File: src/rtl/spi_slave_frame.sv
// SPI mode-0 slave front-end: oversamples SCK/CS_n/MOSI in i_clk and parses a command byte
// (R/W + port) followed by data bytes, driving the register-port mux and MISO.
module spi_slave_frame #(
    parameter int SYNC_STAGES = 2,
    parameter int ADDR_W      = 2
) (
    input  logic              i_clk,
    input  logic              i_rst_n,
    input  logic              i_spi_sck,
    input  logic              i_spi_cs_n,
    input  logic              i_spi_mosi,
    output logic              o_spi_miso,
    output logic              o_spi_miso_oe,
    output logic [ADDR_W-1:0] o_addr,
    input  logic [7:0]        i_rd_data,
    output logic              o_rd_stb,
    output logic [7:0]        o_wr_data,
    output logic              o_wr_stb,
    output logic              o_busy,
    output logic              o_frame_err
);

    // state     | meaning
    // S_IDLE    | no frame; waiting for CS_n fall (only once CS_n has been seen high)
    // S_CMD     | shifting in the command byte
    // S_WR_DATA | shifting in write bytes, strobing each completed byte
    // S_RD_DATA | shifting read bytes out on MISO, reloading tx_sr per byte
    typedef enum logic [1:0] {S_IDLE, S_CMD, S_WR_DATA, S_RD_DATA} state_t;

    localparam logic [2:0] FLUSH_N = 3'(SYNC_STAGES + 1);

    logic [SYNC_STAGES-1:0] sck_sync_q, sck_sync_d;
    logic [SYNC_STAGES-1:0] cs_sync_q, cs_sync_d;
    logic [SYNC_STAGES-1:0] mosi_sync_q, mosi_sync_d;
    logic                   sck_prev_q, sck_prev_d;
    logic [2:0]             flush_cnt_q, flush_cnt_d;
    logic                   armed_q, armed_d;

    state_t                 state_q, state_d;
    logic [2:0]             bit_cnt_q, bit_cnt_d;
    logic [7:0]             rx_sr_q, rx_sr_d;
    logic [7:0]             tx_sr_q, tx_sr_d;
    logic [ADDR_W-1:0]      addr_q, addr_d;
    logic [7:0]             wr_data_q, wr_data_d;
    logic                   wr_pend_q, wr_pend_d;
    logic                   wr_stb_q, wr_stb_d;
    logic                   ld_pend_q, ld_pend_d;
    logic                   rd_pend_q, rd_pend_d;
    logic                   rd_stb_q, rd_stb_d;
    logic                   miso_q, miso_d;
    logic                   frame_err_q, frame_err_d;

    logic       sck_s, cs_s, mosi_s;
    logic       sck_rise, sck_fall;
    logic       flush_done;
    logic       load;
    logic [7:0] rx_next;

    assign sck_s      = sck_sync_q[SYNC_STAGES-1];
    assign cs_s       = cs_sync_q[SYNC_STAGES-1];
    assign mosi_s     = mosi_sync_q[SYNC_STAGES-1];
    assign sck_rise   = sck_s & ~sck_prev_q;
    assign sck_fall   = ~sck_s & sck_prev_q;
    assign flush_done = (flush_cnt_q == FLUSH_N);
    assign rx_next    = {rx_sr_q[6:0], mosi_s};

    always_comb begin
        sck_sync_d  = {sck_sync_q[SYNC_STAGES-2:0], i_spi_sck};
        cs_sync_d   = {cs_sync_q[SYNC_STAGES-2:0], i_spi_cs_n};
        mosi_sync_d = {mosi_sync_q[SYNC_STAGES-2:0], i_spi_mosi};
        sck_prev_d  = sck_s;
        flush_cnt_d = flush_done ? flush_cnt_q : flush_cnt_q + 3'd1;
        // The chain resets to CS_n=1, so only trust a high CS_n once the real pin has flushed through.
        armed_d     = armed_q | (flush_done & cs_s);

        state_d     = state_q;
        bit_cnt_d   = bit_cnt_q;
        rx_sr_d     = rx_sr_q;
        tx_sr_d     = tx_sr_q;
        addr_d      = addr_q;
        wr_data_d   = wr_data_q;
        wr_pend_d   = 1'b0;
        ld_pend_d   = 1'b0;
        miso_d      = miso_q;
        frame_err_d = 1'b0;
        load        = 1'b0;

        if (state_q == S_IDLE) begin
            bit_cnt_d = 3'd0;
            rx_sr_d   = 8'd0;
            miso_d    = 1'b0;
            if (armed_q && !cs_s) begin
                state_d = S_CMD;
            end
        end else if (cs_s) begin
            // CS_n wins over a coincident SCK edge; a tie with the 8th rise is treated as a clean end.
            state_d   = S_IDLE;
            bit_cnt_d = 3'd0;
            miso_d    = 1'b0;
            if (bit_cnt_q != 3'd0 && !(sck_rise && bit_cnt_q == 3'd7)) begin
                frame_err_d = 1'b1;
            end
        end else begin
            if (ld_pend_q) begin
                load = 1'b1;
            end
            if (sck_rise) begin
                rx_sr_d   = rx_next;
                bit_cnt_d = bit_cnt_q + 3'd1;
                if (bit_cnt_q == 3'd7) begin
                    case (state_q)
                        S_CMD: begin
                            addr_d = rx_next[ADDR_W-1:0];
                            if (rx_next[7]) begin
                                state_d   = S_RD_DATA;
                                ld_pend_d = 1'b1;
                            end else begin
                                state_d = S_WR_DATA;
                            end
                        end
                        S_WR_DATA: begin
                            wr_data_d = rx_next;
                            wr_pend_d = 1'b1;
                        end
                        S_RD_DATA: load = 1'b1;
                        default: ;
                    endcase
                end
            end
            if (state_q == S_RD_DATA) begin
                if (sck_fall) begin
                    miso_d  = tx_sr_q[7];
                    tx_sr_d = {tx_sr_q[6:0], 1'b0};
                end
            end else begin
                miso_d = 1'b0;
            end
            if (load) begin
                tx_sr_d = i_rd_data;
            end
        end

        rd_pend_d = load;
        // Strobes are dropped rather than issued once the frame has already closed.
        wr_stb_d  = wr_pend_q & (state_d != S_IDLE);
        rd_stb_d  = rd_pend_q & (state_d != S_IDLE);
    end

    always_ff @(posedge i_clk or negedge i_rst_n) begin
        if (!i_rst_n) begin
            sck_sync_q  <= '0;
            cs_sync_q   <= '1;
            mosi_sync_q <= '0;
            sck_prev_q  <= 1'b0;
            flush_cnt_q <= 3'd0;
            armed_q     <= 1'b0;
            state_q     <= S_IDLE;
            bit_cnt_q   <= 3'd0;
            rx_sr_q     <= 8'd0;
            tx_sr_q     <= 8'd0;
            addr_q      <= '0;
            wr_data_q   <= 8'd0;
            wr_pend_q   <= 1'b0;
            wr_stb_q    <= 1'b0;
            ld_pend_q   <= 1'b0;
            rd_pend_q   <= 1'b0;
            rd_stb_q    <= 1'b0;
            miso_q      <= 1'b0;
            frame_err_q <= 1'b0;
        end else begin
            sck_sync_q  <= sck_sync_d;
            cs_sync_q   <= cs_sync_d;
            mosi_sync_q <= mosi_sync_d;
            sck_prev_q  <= sck_prev_d;
            flush_cnt_q <= flush_cnt_d;
            armed_q     <= armed_d;
            state_q     <= state_d;
            bit_cnt_q   <= bit_cnt_d;
            rx_sr_q     <= rx_sr_d;
            tx_sr_q     <= tx_sr_d;
            addr_q      <= addr_d;
            wr_data_q   <= wr_data_d;
            wr_pend_q   <= wr_pend_d;
            wr_stb_q    <= wr_stb_d;
            ld_pend_q   <= ld_pend_d;
            rd_pend_q   <= rd_pend_d;
            rd_stb_q    <= rd_stb_d;
            miso_q      <= miso_d;
            frame_err_q <= frame_err_d;
        end
    end

    assign o_spi_miso    = miso_q;
    assign o_spi_miso_oe = (state_q != S_IDLE);
    assign o_busy        = (state_q != S_IDLE);
    assign o_addr        = addr_q;
    assign o_wr_data     = wr_data_q;
    assign o_wr_stb      = wr_stb_q;
    assign o_rd_stb      = rd_stb_q;
    assign o_frame_err   = frame_err_q;

endmodule

File: config.mk
export PLATFORM = sky130hd
export DESIGN_NAME = spi_slave_frame
export DESIGN_NICKNAME = d
export VERILOG_FILES = /design/src/rtl/spi_slave_frame.sv
export SDC_FILE = /design/constraint.sdc
export NUM_CORES = 1
export LEC_CHECK = 0
export ABC_AREA = 1
export BUFFER_PORTS_ARGS = -buffer_cell sky130_fd_sc_hd__buf_2
export CORE_MARGIN = 10
export CORE_UTILIZATION = 29
export CTS_CLUSTER_SIZE = 28
export DETAILED_ROUTE_END_ITERATION = 16
export MAX_ROUTING_LAYER = met4
export SLEW_MARGIN = 10
export SYNTH_ARGS = -nofsm -noshare
export SYNTH_HDL_FRONTEND = slang
export SYNTH_SLANG_ARGS = --single-unit
File: constraint.sdc
create_clock -name i_clk -period 4.3 [get_ports i_clk]
set_clock_uncertainty 0.15 [all_clocks]
set_input_delay 0.215 -clock i_clk [delete_from_list [all_inputs] [get_ports i_clk]]
set_output_delay 0.215 -clock i_clk [all_outputs]
set_load 0.01 [all_outputs]
# After elaboration in Yosys (flattened, before gate mapping)
# Cells that the tools add are included.
dict set report op_classes {
  muxes 42
  n_reduce_logical 17
  n_bitwise 10
  eq_ne 7
  n_addsub 2
}
# op count
set op_table {}
lappend op_table {{1-bit two-way mux} 27}
lappend op_table {{8-bit two-way mux} 3}
lappend op_table {{7-bit two-way mux} 3}
lappend op_table {{2-bit two-way mux} 6}
lappend op_table {{5-bit AND reduction} 2}
lappend op_table {{2-bit nonzero test} 5}
lappend op_table {{3-bit two-way mux} 3}
lappend op_table {{3-bit by 1-bit adder with 3-bit output (second input constant)} 2}
lappend op_table {{3-bit nonzero test} 2}
lappend op_table {{1-bit AND} 5}
lappend op_table {{2-bit equality test (second input constant)} 2}
lappend op_table {{4-bit inequality test (second input constant)} 1}
lappend op_table {{1-bit NOT} 4}
lappend op_table {{4-bit AND reduction} 1}
lappend op_table {{3-bit by 2-bit equality test with 1-bit output (second input constant)} 1}
lappend op_table {{3-bit equality test (second input constant)} 1}
lappend op_table {{1-bit logical AND} 3}
lappend op_table {{2-bit by 1-bit equality test with 1-bit output (second input constant)} 1}
lappend op_table {{1-bit zero test} 2}
lappend op_table {{2-bit zero test} 1}
lappend op_table {{2-bit by 1-bit inequality test with 1-bit output (second input constant)} 1}
lappend op_table {{2-bit AND reduction} 1}
lappend op_table {{1-bit OR} 1}
dict set report word_totals {
  elab_cells 97
  regBits 48
  output_inout_bits 16
  inputBits 13
}

# Logic depth before layout (Yosys ltp)
# Gate-level depths: netlist of the first run.
dict set report logic_depth {
  ltp_word 8
  mapped_depth 8
  ltp_nobuf 8
}

# Worst setup path before layout of the first run
# OpenSTA, ideal clock, no wires.
dict set report synth_timing {
  kind {reg-to-reg}
  from {register bit_cnt_q[0]}
  to {register wr_data_q[6], in the netlist o_wr_data[6]}
  n_path_buf 1
  setup_time_ns 0.126
  t_arrival_ns 1.258
  required_time_ns 4.024
  path_slack_ns 2.766
  synth_period_minus_slack_ns 1.534
  path_stages_with_launch 9
  cell_sequence {dfrtp_1 ha_1 ha_1 nand3_1 inv_1 nand3_2 buf_6 nand2_1 o21ai_0}
}
dict set report synth_via {
  elab_chain_len 2
}
# element line
set synth_lines {}
lappend synth_lines {{start, declared} 40} ;# logic [2:0] bit_cnt_q, bit_cnt_d;
lappend synth_lines {{start signal, assigned} 178} ;# bit_cnt_q <= bit_cnt_d;
lappend synth_lines {{3-bit equality test} 110} ;# if (bit_cnt_q == 3'd7) begin
lappend synth_lines {{5-bit AND reduction (no line)} --}
lappend synth_lines {{end signal, assigned} 182} ;# wr_data_q <= wr_data_d;
lappend synth_lines {{end, declared} 44} ;# logic [7:0] wr_data_q, wr_data_d;
# Every way passes these cells.
# A chain may end at the register's enable or synchronous reset.

# Final worst setup path of the first run
dict set report layout_timing {
  from {register bit_cnt_q[0]}
  to {register wr_data_q[2], in the netlist o_wr_data[2]}
}
# Same word-level chain as after synthesis.

==> results by group, run 1 <==
Layout
  • Post-route cell area: 2340 um^2
  • Finished Layout Cells: 317
  • Fill cells: 700
  • Sequential cell area: 1200 um^2
  • Multi-input logic area: 658 um^2
  • Number of diodes: 0
  • Util after Layout: 34.8%
  • Share of cells above drive strength 1: 20.3%
  • Post-layout nets: 254
  • Synth-to-layout area growth: 17.9%

GRT
  • Vias in the first global route: 1,368
  • Initial antenna violation count: 0
  • Largest net degree at the start of global routing: 49
  • Global-route wire length before repair: 6900 um
  • GRT Total Usage: 8.48%
  • Total grt overflow: 0

Logic synthesis
  • Mean post-synth cell area: 9.96 um^2
  • Largest cells by area after synthesis: dfrtp_1 58%, nand2_1 10%, nand3_1 4.8%, inv_1 4.7%, o21ai_0 3.8%
  • Cell count after synthesis: 199
  • Main synth FF type: dfrtp_1
  • Cell variety after synth: 26
  • Netlist Area Pre-Place: 1980 um^2
  • Synth top area share: 58.1%
  • Post-synth top area cell: dfrtp_1
  • Register area share after synthesis: 60.7%
  • Number of synthesized flops with an enable pin: 0
  • Top-count cell post-synth: nand2_1
  • Most instantiated cells after synthesis: 53 x nand2_1, 46 x dfrtp_1, 25 x inv_1
  • Ys async rst share: 100%
  • Syn_nets: 217
  • Yosys warns: 0
  • Number of synthesized register bits: 48

Critical path
  • Crit path kind: reg2reg
  • CP Data Required Time: 4.37 ns
  • Worst setup SP type: flop
  • Worst Setup End Kind: flop
  • Critical Path AT: 1.83 ns
  • Crit-path max FO: 17
  • Reg2Reg Depth: 6

STA
  • Unrepaired setup endpoints after global routing: no
  • Pins over their slew limit: 0
  • Fin crit share: 41.1%
  • Slew of the pin with the lowest slew margin: 1.04 ns
  • Hold Vio Cnt, Final: 46
  • TNS Setup: 0 ns
  • Setup ws final: 2.53 ns
  • Fmax: 0.566 GHz
  • Slew headroom: 30.6%
  • Final worst path period need: 1.77 ns
  • Fin Hold WS: -0.0559 ns
  • Setup violations, final: 0

Route
  • Vias: 1,425
  • WL final: 3990 um
  • Iter 0 DRT Violations: 56
  • First-pass iteration count of the detailed router: 4
  • DRC: 0
  • Wire per inst: 12.6 um
  • Via-to-Cell Ratio: 4.50
  • Routed Antenna Nets: 0

Clock network
  • Sink Count: 48
  • Clk slew on worst S/H paths: 0.09 ns
  • Root buffer selected by CTS: clkbuf_8
  • Cts repair resizes: 0
  • # hold bufs at CTS: 4
  • Total CTS buffers: 5
  • H-tree depth: 2
  • CTS tree: done
  • Skew-Pair Late Insertion Delay: 0.30 ns
  • Post-CTS repair timing setup buffer count: 0
  • Bufs on Longest Clock Path: 2

Floorplan
  • Initial core utilization: 29.5%
  • Die Area: 10,500 um^2
  • Floorplan die height: 103 um
  • IO Count: 29
  • Core ar.: 6720 um^2
  • Die X: 103 um
  • Std cell rows: 30

Place
  • GPL Wtd Cong: 0.819
  • Dpl hpwl: 2850 um
  • Cell Area, Placed: 2200 um^2
  • DP Cell Count: 305
  • Placement Setup Slack: 2.53 ns
  • Count of buffers from port buffering: 28

Run status
  • Status: complete, but fails checks
  • Violated checks: hold timing

Pwr
  • Sw Ratio: 23.6%
  • P per Cell Area: 336 nW/um^2
  • Static Leak: 1.16 nW
  • Combinational power share: 5.7%
  • Peak supply drop: 0.000142 V
  • Sequential share of power: 58.9%
  • Internal Power: 0.000600 W
  • P_sw: 0.000185 W
  • Clock share of power: 35.4%

Hold path
  • Hold Crit Class: in2async

Run
  • Max-Cap Viols: 0
## power by group through the flow
stage               Clock [W]  Combinational, W  Sequential [W]
floorplan                   0         0.0000224        0.000471
CTS                  0.000290         0.0000463        0.000463
finish               0.000278         0.0000445        0.000463
global route         0.000309         0.0000517        0.000464
detailed placement          0         0.0000434        0.000472
global placement            0         0.0000433        0.000472
## per-layer routing
metal  routed length [um]  part of all wire (%)  global-route usage (%)  vias to the layer above
met5                    0                     0                       -                        -
met4                   19                  0.48                    2.60                        0
met3                  164                   4.1                    2.48                        3
met2                 1840                    46                    11.9                       25
met1                 1970                    49                    11.5                      687
li1                     -                     -                       -                      710
## final cells by class
type	instances	share of cell area, %
well taps	80	4.28
clock buffers	6	3.54
clock inverters	2	0.428
multi-input cells	122	28.2
flip-flops and latches	48	51.5
inverters	27	4.34
repair buffers	32	7.71
## placed cells by master, fill, tap and decap left out, drive strengths merged, types with 2 or more instances in the layout
| cell type | instances |
|---|---|
| dlygate4sd3 | 4 |
| dfrtp | 46 |
| o21ai | 15 |
| ha | 5 |
| nand3 | 22 |
| buf | 28 |
| o22ai | 7 |
| nand2 | 56 |
| dfstp | 2 |
| clkinv | 3 |
| nor2 | 10 |
| inv | 26 |
| clkbuf | 6 |
## state kept, by name, indices dropped and copies added (netlist names), 2 cells and up
signal and flops:
state_q 2, cs_sync_q 2, sck_sync_q 2, o_addr 2
mosi_sync_q 2, o_wr_data 8, bit_cnt_q 3, tx_sr_q 8
flush_cnt_q 3, rx_sr_q 7
## metrics by stage
step | total power [W] | hold WS [ns]
floorplan | 0.000493 | -0.231
global placement | 0.000515 | 0.174
detailed placement | 0.000515 | 0.175
CTS | 0.000799 | 0.00244
global route | 0.000825 | 0.0345
finish | 0.000786 | -0.0559
## worst paths after layout
| path | startpoint | endpoint | slack, ns |
|---|---|---|---|
| max | bit_cnt_q[0] | o_wr_data[2] | 2.53 |
| min | i_rst_n | o_frame_err | -0.06 |
| max reg2reg | bit_cnt_q[0] | o_wr_data[2] | 2.53 |
| min reg2reg | sck_sync_q[0] | sck_sync_q[1] | 0.21 |
| max in group asynchronous | i_rst_n | o_wr_data[1] | 3.41 |
| min in group i_clk | i_rd_data[6] | tx_sr_q[6] | 0.06 |
## cell families after synthesis
logic type	count (synthesis)	share of synthesized area (%)
AOI/OAI and AO/OA	27	7.77
xor gates and xnor gates	1	0.442
adders and majority gates	5	3.16
buffers and inverters	29	6.06
DFF	48	60.7
muxes	1	0.568
and+or+nand+nor	88	21.3
## worst max-delay path: stages, from the launching register on
cell and delay (ns):
dfrtp_1 0.36, ha_1 0.15, ha_1 0.21, nand3_1 0.15
inv_1 0.13, nand3_2 0.27, o21ai_0 0.26
Power figures use the tool's default switching activity.
==> run 2, diff against run 1 <==
Settings changed: ABC_AREA 1 to 0.
Clock period 4.3 ns to 1.85 ns, I/O delays scaled along.
==> run 2 against run 1 <==
The run ends with setup timing left. Flip-flop and latch count is the same. Sequential power rose by 130%. Final cell count fell by 9.5%. Area after synthesis grew 1.1%. Non-clock buffer count is 18 higher. Synthesized cell count is 21% lower. Clock power grew 140%. First-iteration DRC count down 41%. Hold slack improved by 0.17 ns. Combinational power rose to 2.6 times the previous value. Clock-buffer cell count stayed put. Critical path type unchanged.
==> results by group, run 2 <==
Run status
  • Status: complete, but fails checks
  • Violated checks: setup timing

Place
  • DP Cell Count: 264
  • Dpl hpwl: 2680 um
  • Placement Setup Slack: -0.128 ns
  • Count of buffers from port buffering: 28
  • GPL Wtd Cong: 0.736

Floorplan
  • Initial core utilization: 29.6%
  • Die Area: 10,600 um^2
  • Floorplan die height: 103 um
  • Die X: 103 um
  • IO Count: 29
  • Core ar.: 6760 um^2
  • Std cell rows: 30

Clock network
  • Bufs on Longest Clock Path: 2
  • Clk slew on worst S/H paths: 0.09 ns
  • Root buffer selected by CTS: clkbuf_8
  • Total CTS buffers: 5
  • Skew-Pair Late Insertion Delay: 0.30 ns
  • CTS tree: done
  • H-tree depth: 2
  • Sink Count: 48

Logic synthesis
  • Ys async rst share: 100%
  • Number of synthesized flops with an enable pin: 0
  • Syn_nets: 175
  • Most instantiated cells after synthesis: 46 x dfrtp_1, 14 x inv_1, 10 x nor2_1
  • Yosys warns: 0
  • Largest cells by area after synthesis: dfrtp_1 57%, mux2_4 6.0%, ha_1 3.1%, a221oi_1 3.1%, a22o_1 3.1%
  • Number of synthesized register bits: 48
  • Mean post-synth cell area: 12.8 um^2
  • Cell count after synthesis: 157
  • Register area share after synthesis: 60.1%
  • Netlist Area Pre-Place: 2000 um^2
  • Main synth FF type: dfrtp_1
  • Post-synth top area cell: dfrtp_1
  • Cell variety after synth: 35
  • Synth top area share: 57.5%
  • Top-count cell post-synth: dfrtp_1

Pwr
  • Clock share of power: 35.7%
  • Peak supply drop: 0.000255 V
  • Sw Ratio: 23.1%
  • Internal Power: 0.00142 W
  • Sequential share of power: 58.2%
  • Combinational power share: 6.2%
  • P per Cell Area: 719 nW/um^2
  • Static Leak: 1.25 nW
  • P_sw: 0.000427 W

STA
  • TNS Setup: -0.520 ns
  • Setup violations, final: 8
  • Fmax: 0.518 GHz
  • Hold Vio Cnt, Final: 0
  • Final worst path period need: 1.93 ns
  • Slew headroom: 69.6%
  • Unrepaired setup endpoints after global routing: yes
  • Fin crit share: 104%
  • Pins over their slew limit: 0
  • Slew of the pin with the lowest slew margin: 0.456 ns
  • Setup ws final: -0.0789 ns

Layout
  • Synth-to-layout area growth: 28.0%
  • Post-layout nets: 224
  • Finished Layout Cells: 287
  • Number of diodes: 0
  • Commonest non-fill, non-tap cell in the layout: dfrtp_1
  • Fill cells: 654
  • Share of cells above drive strength 1: 33.3%
  • Util after Layout: 37.9%
  • Commonest cells after routing, fill and taps aside: 46 x dfrtp_1, 28 x buf_2, 14 x inv_1

Critical path
  • CP Data Required Time: 1.89 ns
  • Reg2Reg Setup Slack: -0.08 ns
  • Reg2Reg Depth: 5
  • Crit-path max FO: 5
  • Crit path to: o_wr_data[5]
  • Reg2reg end: o_wr_data[5]
  • Crit path kind: reg2reg
  • Worst setup SP type: flop
  • Reg2reg start: bit_cnt_q[0]
  • Worst Setup End Kind: flop
  • Worst Setup SP: bit_cnt_q[0]
  • Critical Path AT: 1.97 ns

Route
  • Via-to-Cell Ratio: 4.71
  • First-pass iteration count of the detailed router: 4
  • WL final: 3860 um
  • Iter 0 DRT Violations: 33
  • Vias: 1,351
  • DRC: 0
  • Routed Antenna Nets: 0
  • Wire per inst: 13.4 um

GRT
  • Vias in the first global route: 1,439
  • Global-route wire length before repair: 6740 um
  • Largest net degree at the start of global routing: 31
  • Initial antenna violation count: 0
  • Total grt overflow: 0
  • GRT Total Usage: 8.24%

Run
  • Max-Cap Viols: 0

Hold path
  • Hold Crit Class: in2async
run 2: cell count changes after synthesis, moves of 7 or more:
cell,delta
a21oi_1,+8
a221oi_1,+7
a22o_1,+7
inv_1,-11
mux2_4,+8
nand2_1,-50
nand3_1,-18
nor3_1,+9
o21ai_0,-13
o22ai_1,-7
run 2: per-layer routing:
layer	track usage (%)	share of wire (%)	up-vias
met4	3.21	1.9	0
met5	-	0	-
met1	9.31	45	680
met2	13.2	50	17
met3	2.75	3.8	8
li1	-	-	646
run 2: layout make-up:
type	instances	area, um^2	share of cell area (%)
Sequential cell	48	1200	46.9
Timing Repair Buffer	50	348	13.6
Tap cell	80	100	3.90
Clock inverter	2	15.0	0.586
Inverter	14	52.6	2.05
Multi-Input combinational cell	87	762	29.7
Clock buffer	6	82.6	3.22
run 2: through the flow:
step	area, um^2	hold slack, ns	power [W]
after floorplan	2020	-0.353	0.00113
after global placement	2280	-0.0832	0.00118
after detailed placement	2280	-0.0740	0.00119
after CTS	2520	0.130	0.00187
after global routing	2560	0.168	0.00193
final	2560	0.111	0.00184
run 2: worst max-delay path: stages (launching register included):
cell	delay, ns
dfrtp_1	0.40
ha_4	0.15
ha_4	0.13
nand3b_4	0.09
or4b_4	0.57
mux2_4	0.32
run 2: how the worst min path moves through the flow:
| stage | start | to | slack [ns] | depth (start not counted) |
|---|---|---|---|---|
| floorplan | i_rst_n | armed_q | -0.35 | 0 |
| global placement | i_rst_n | mosi_sync_q[0] | -0.08 | 1 |
| detailed placement | i_rst_n | mosi_sync_q[0] | -0.07 | 1 |
| CTS | i_rst_n | mosi_sync_q[0] | 0.13 | 2 |
| global route | i_rst_n | armed_q | 0.17 | 2 |
| finish | i_rst_n | mosi_sync_q[0] | 0.11 | 2 |
run 2: cells by family (layout without fill, tap and decap cells):
group                      Yosys count  count (layout)  synth area share (%)
AOI/OAI and AO/OA                   33              33                  12.5
muxes                               14              14                  9.18
adders and majority gates            5               5                  3.12
DFF                                 48              48                  60.1
xor gates and xnor gates             2               2                 0.875
buffers and inverters               23              72                  5.06
and+or+nand+nor                     32              33                  9.18
run 2: what timing repair did:
item | CTS | global route
setup buffers | 1 | 1
hold endpoints to repair | 59 | 0
gates cloned | 1 | 0
setup endpoints to repair | 8 | 10
hold buffers | 12 | 0
resized for setup | 1 | 4
run 2: power groups by stage:
stage	sequential [W]	clock [W]	combinational (W)
3_3_place_gp	0.00109	0	0.0000933
3_5_place_dp	0.00109	0	0.0000946
4_1_cts	0.00107	0.000682	0.000114
2_1_floorplan	0.00109	0	0.0000461
5_1_grt	0.00107	0.000724	0.000129
6_report	0.00107	0.000658	0.000114
==> run 3, diff against run 2 <==
--- a/config.mk
+++ b/config.mk
@@ -8,4 +8,6 @@
 export ABC_AREA = 0
 export BUFFER_PORTS_ARGS = -buffer_cell sky130_fd_sc_hd__buf_2
+export CELL_PAD_IN_SITES_DETAIL_PLACEMENT = 1
+export CELL_PAD_IN_SITES_GLOBAL_PLACEMENT = 1
 export CORE_MARGIN = 10
 export CORE_UTILIZATION = 29
@@ -13,4 +15,5 @@
 export DETAILED_ROUTE_END_ITERATION = 16
 export MAX_ROUTING_LAYER = met4
+export PLACE_DENSITY_LB_ADDON = 0.1
 export SLEW_MARGIN = 10
 export SYNTH_ARGS = -nofsm -noshare
==> constraint.sdc (replaced) <==
create_clock -name i_clk -period 1.85 [get_ports i_clk]
set_clock_uncertainty 0.15 [all_clocks]
set_input_delay 0.37 -clock i_clk [delete_from_list [all_inputs] [get_ports i_clk]]
set_output_delay 0.37 -clock i_clk [all_outputs]
set_load 0.01 [all_outputs]
==> run 3 against run 2 <==
The run still ends with setup timing left. Sequential share of layout area is 1.2 points higher. Die area stayed put. Hold slack worse by 0.093 ns. Flip-flop and latch count stayed put. Largest cell class unchanged.
==> results by group, run 3 (same netlist as run 2, synthesis figures left out) <==
Run status
  • Status: complete, but fails checks
  • Violated checks: setup timing

GRT
  • GRT Total Usage: 9.20%
  • Largest net degree at the start of global routing: 28
  • Vias in the first global route: 1,450
  • Global-route wire length before repair: 7310 um
  • Total grt overflow: 0
  • Initial antenna violation count: 0

Place
  • GPL Wtd Cong: 0.760
  • Placement Setup Slack: -0.138 ns
  • Cell Area, Placed: 2290 um^2
  • Count of buffers from port buffering: 28
  • Dpl hpwl: 3170 um

Layout
  • Number of diodes: 0
  • Share of cells above drive strength 1: 36.1%
  • Commonest cells after routing, fill and taps aside: 46 x dfrtp_1, 28 x buf_2, 14 x inv_1, 14 x buf_4
  • Commonest non-fill, non-tap cell in the layout: dfrtp_1
  • Synth-to-layout area growth: 24.7%
  • Post-route cell area: 2500 um^2
  • Post-layout nets: 219
  • Fill cells: 733

Floorplan
  • Core ar.: 6760 um^2
  • Std cell rows: 30
  • Die Area: 10,600 um^2
  • Floorplan die height: 103 um
  • IO Count: 29
  • Initial core utilization: 29.6%
  • Die X: 103 um

STA
  • Fmax: 0.521 GHz
  • Pins over their slew limit: 0
  • Slew headroom: 71.3%
  • Slew of the pin with the lowest slew margin: 0.428 ns
  • Hold Vio Cnt, Final: 0
  • Unrepaired setup endpoints after global routing: yes
  • Fin crit share: 104%
  • Final worst path period need: 1.92 ns
  • Setup ws final: -0.0701 ns
  • Setup violations, final: 8

Clock network
  • Sink Count: 48
  • Total CTS buffers: 5
  • H-tree depth: 2
  • Skew-Pair Late Insertion Delay: 0.30 ns
  • Bufs on Longest Clock Path: 2
  • Root buffer selected by CTS: clkbuf_8
  • CTS tree: done
  • Clk slew on worst S/H paths: 0.09 ns

Pwr
  • Internal Power: 0.00155 W
  • Sw Ratio: 21.6%
  • Peak supply drop: 0.000288 V
  • Final Power: 0.00197 W
  • P per Cell Area: 790 nW/um^2
  • Combinational power share: 5.4%
  • Sequential share of power: 54.2%
  • Clock share of power: 40.4%
  • P_sw: 0.000426 W
  • Static Leak: 1.25 nW

Run
  • Max-Cap Viols: 0

Route
  • Vias: 1,323
  • Via-to-Cell Ratio: 4.69
  • Routed Antenna Nets: 0
  • First-pass iteration count of the detailed router: 3
  • Iter 0 DRT Violations: 17
  • WL final: 4360 um
  • DRC: 0
  • Wire per inst: 15.5 um

Critical path
  • CP Data Required Time: 1.90 ns
  • Crit-path max FO: 5
  • Worst setup SP type: flop
  • Critical Path AT: 1.97 ns
  • Crit path kind: reg2reg
  • Worst Setup End Kind: flop

Hold path
  • Hold Crit Class: in2reg
## run 3: cell types whose count changed in the layout (fill, tap and decap cells not counted), moves of 2 or more
cell           before  now
a221oi_1            5    7
a221oi_2            2    0
buf_4               9   14
clkinvlp_4          2    0
dlygate4sd3_1      12    2
## run 3: timing repair
action	CTS	global route
resized for setup	2	1
hold buffers	2	0
hold endpoints to repair	33	0
gates cloned	1	0
setup buffers	2	4
setup endpoints to repair	8	15
pin swaps	3	2
## run 3: worst paths after layout
| check | depth (start not counted) | from | slack, ns | endpoint |
|---|---|---|---|---|
| max | 5 | bit_cnt_q[1] | -0.07 | o_wr_data[4] |
| min | 1 | i_spi_sck | 0.02 | sck_sync_q[0] |
| max reg2reg | 5 | bit_cnt_q[1] | -0.07 | o_wr_data[4] |
| min reg2reg | 0 | sck_sync_q[0] | 0.20 | sck_sync_q[1] |
| max in group asynchronous | 3 | i_rst_n | 0.75 | cs_sync_q[1] |
| min in group asynchronous | 2 | i_rst_n | 0.28 | o_wr_data[4] |
## run 3: power by group through the flow
stage,logic [W],registers [W],clock network [W]
floorplan,0.0000461,0.00109,0
global placement,0.0000963,0.00109,0
detailed placement,0.0000991,0.00109,0
CTS,0.000103,0.00107,0.000831
global route,0.000123,0.00107,0.000876
finish,0.000107,0.00107,0.000796
## run 3: through the flow
step	util [%]	TNS, ns	hold WS (ns)	instances
final	37.0	-0.436	0.0172	282
after global routing	37.0	-1.11	0.00133	282
after CTS	36.4	-0.729	0.00622	278
after detailed placement	33.9	-1.05	0.0748	265
after global placement	33.9	-0.792	0.0693	265
after floorplan	-	-0.837	-0.0756	157
## run 3: critical path: stages (launching register included)
cell	delay, ns
dfrtp_1	0.36
ha_2	0.19
ha_4	0.14
nand3b_4	0.09
or4b_4	0.57
mux2_4	0.33
## run 3: per-layer routing
| layer | part of all wire (%) | GRT usage (%) | vias up |
|---|---|---|---|
| li1 | - | - | 641 |
| met1 | 47 | 11.2 | 652 |
| met2 | 48 | 14.0 | 25 |
| met3 | 3.8 | 2.82 | 5 |
| met4 | 1.3 | 3.53 | 0 |
| met5 | 0 | - | - |
## run 3: final cells by class
type | instances | area, um^2 | area share (%)
sequential | 48 | 1200 | 48.2
multi-input combinational | 87 | 734 | 29.4
timing repair buffer | 45 | 285 | 11.4
tap | 80 | 100 | 4.01
clock buffer | 6 | 82.6 | 3.31
inverter | 14 | 52.6 | 2.10
clock inverter | 2 | 38.8 | 1.55
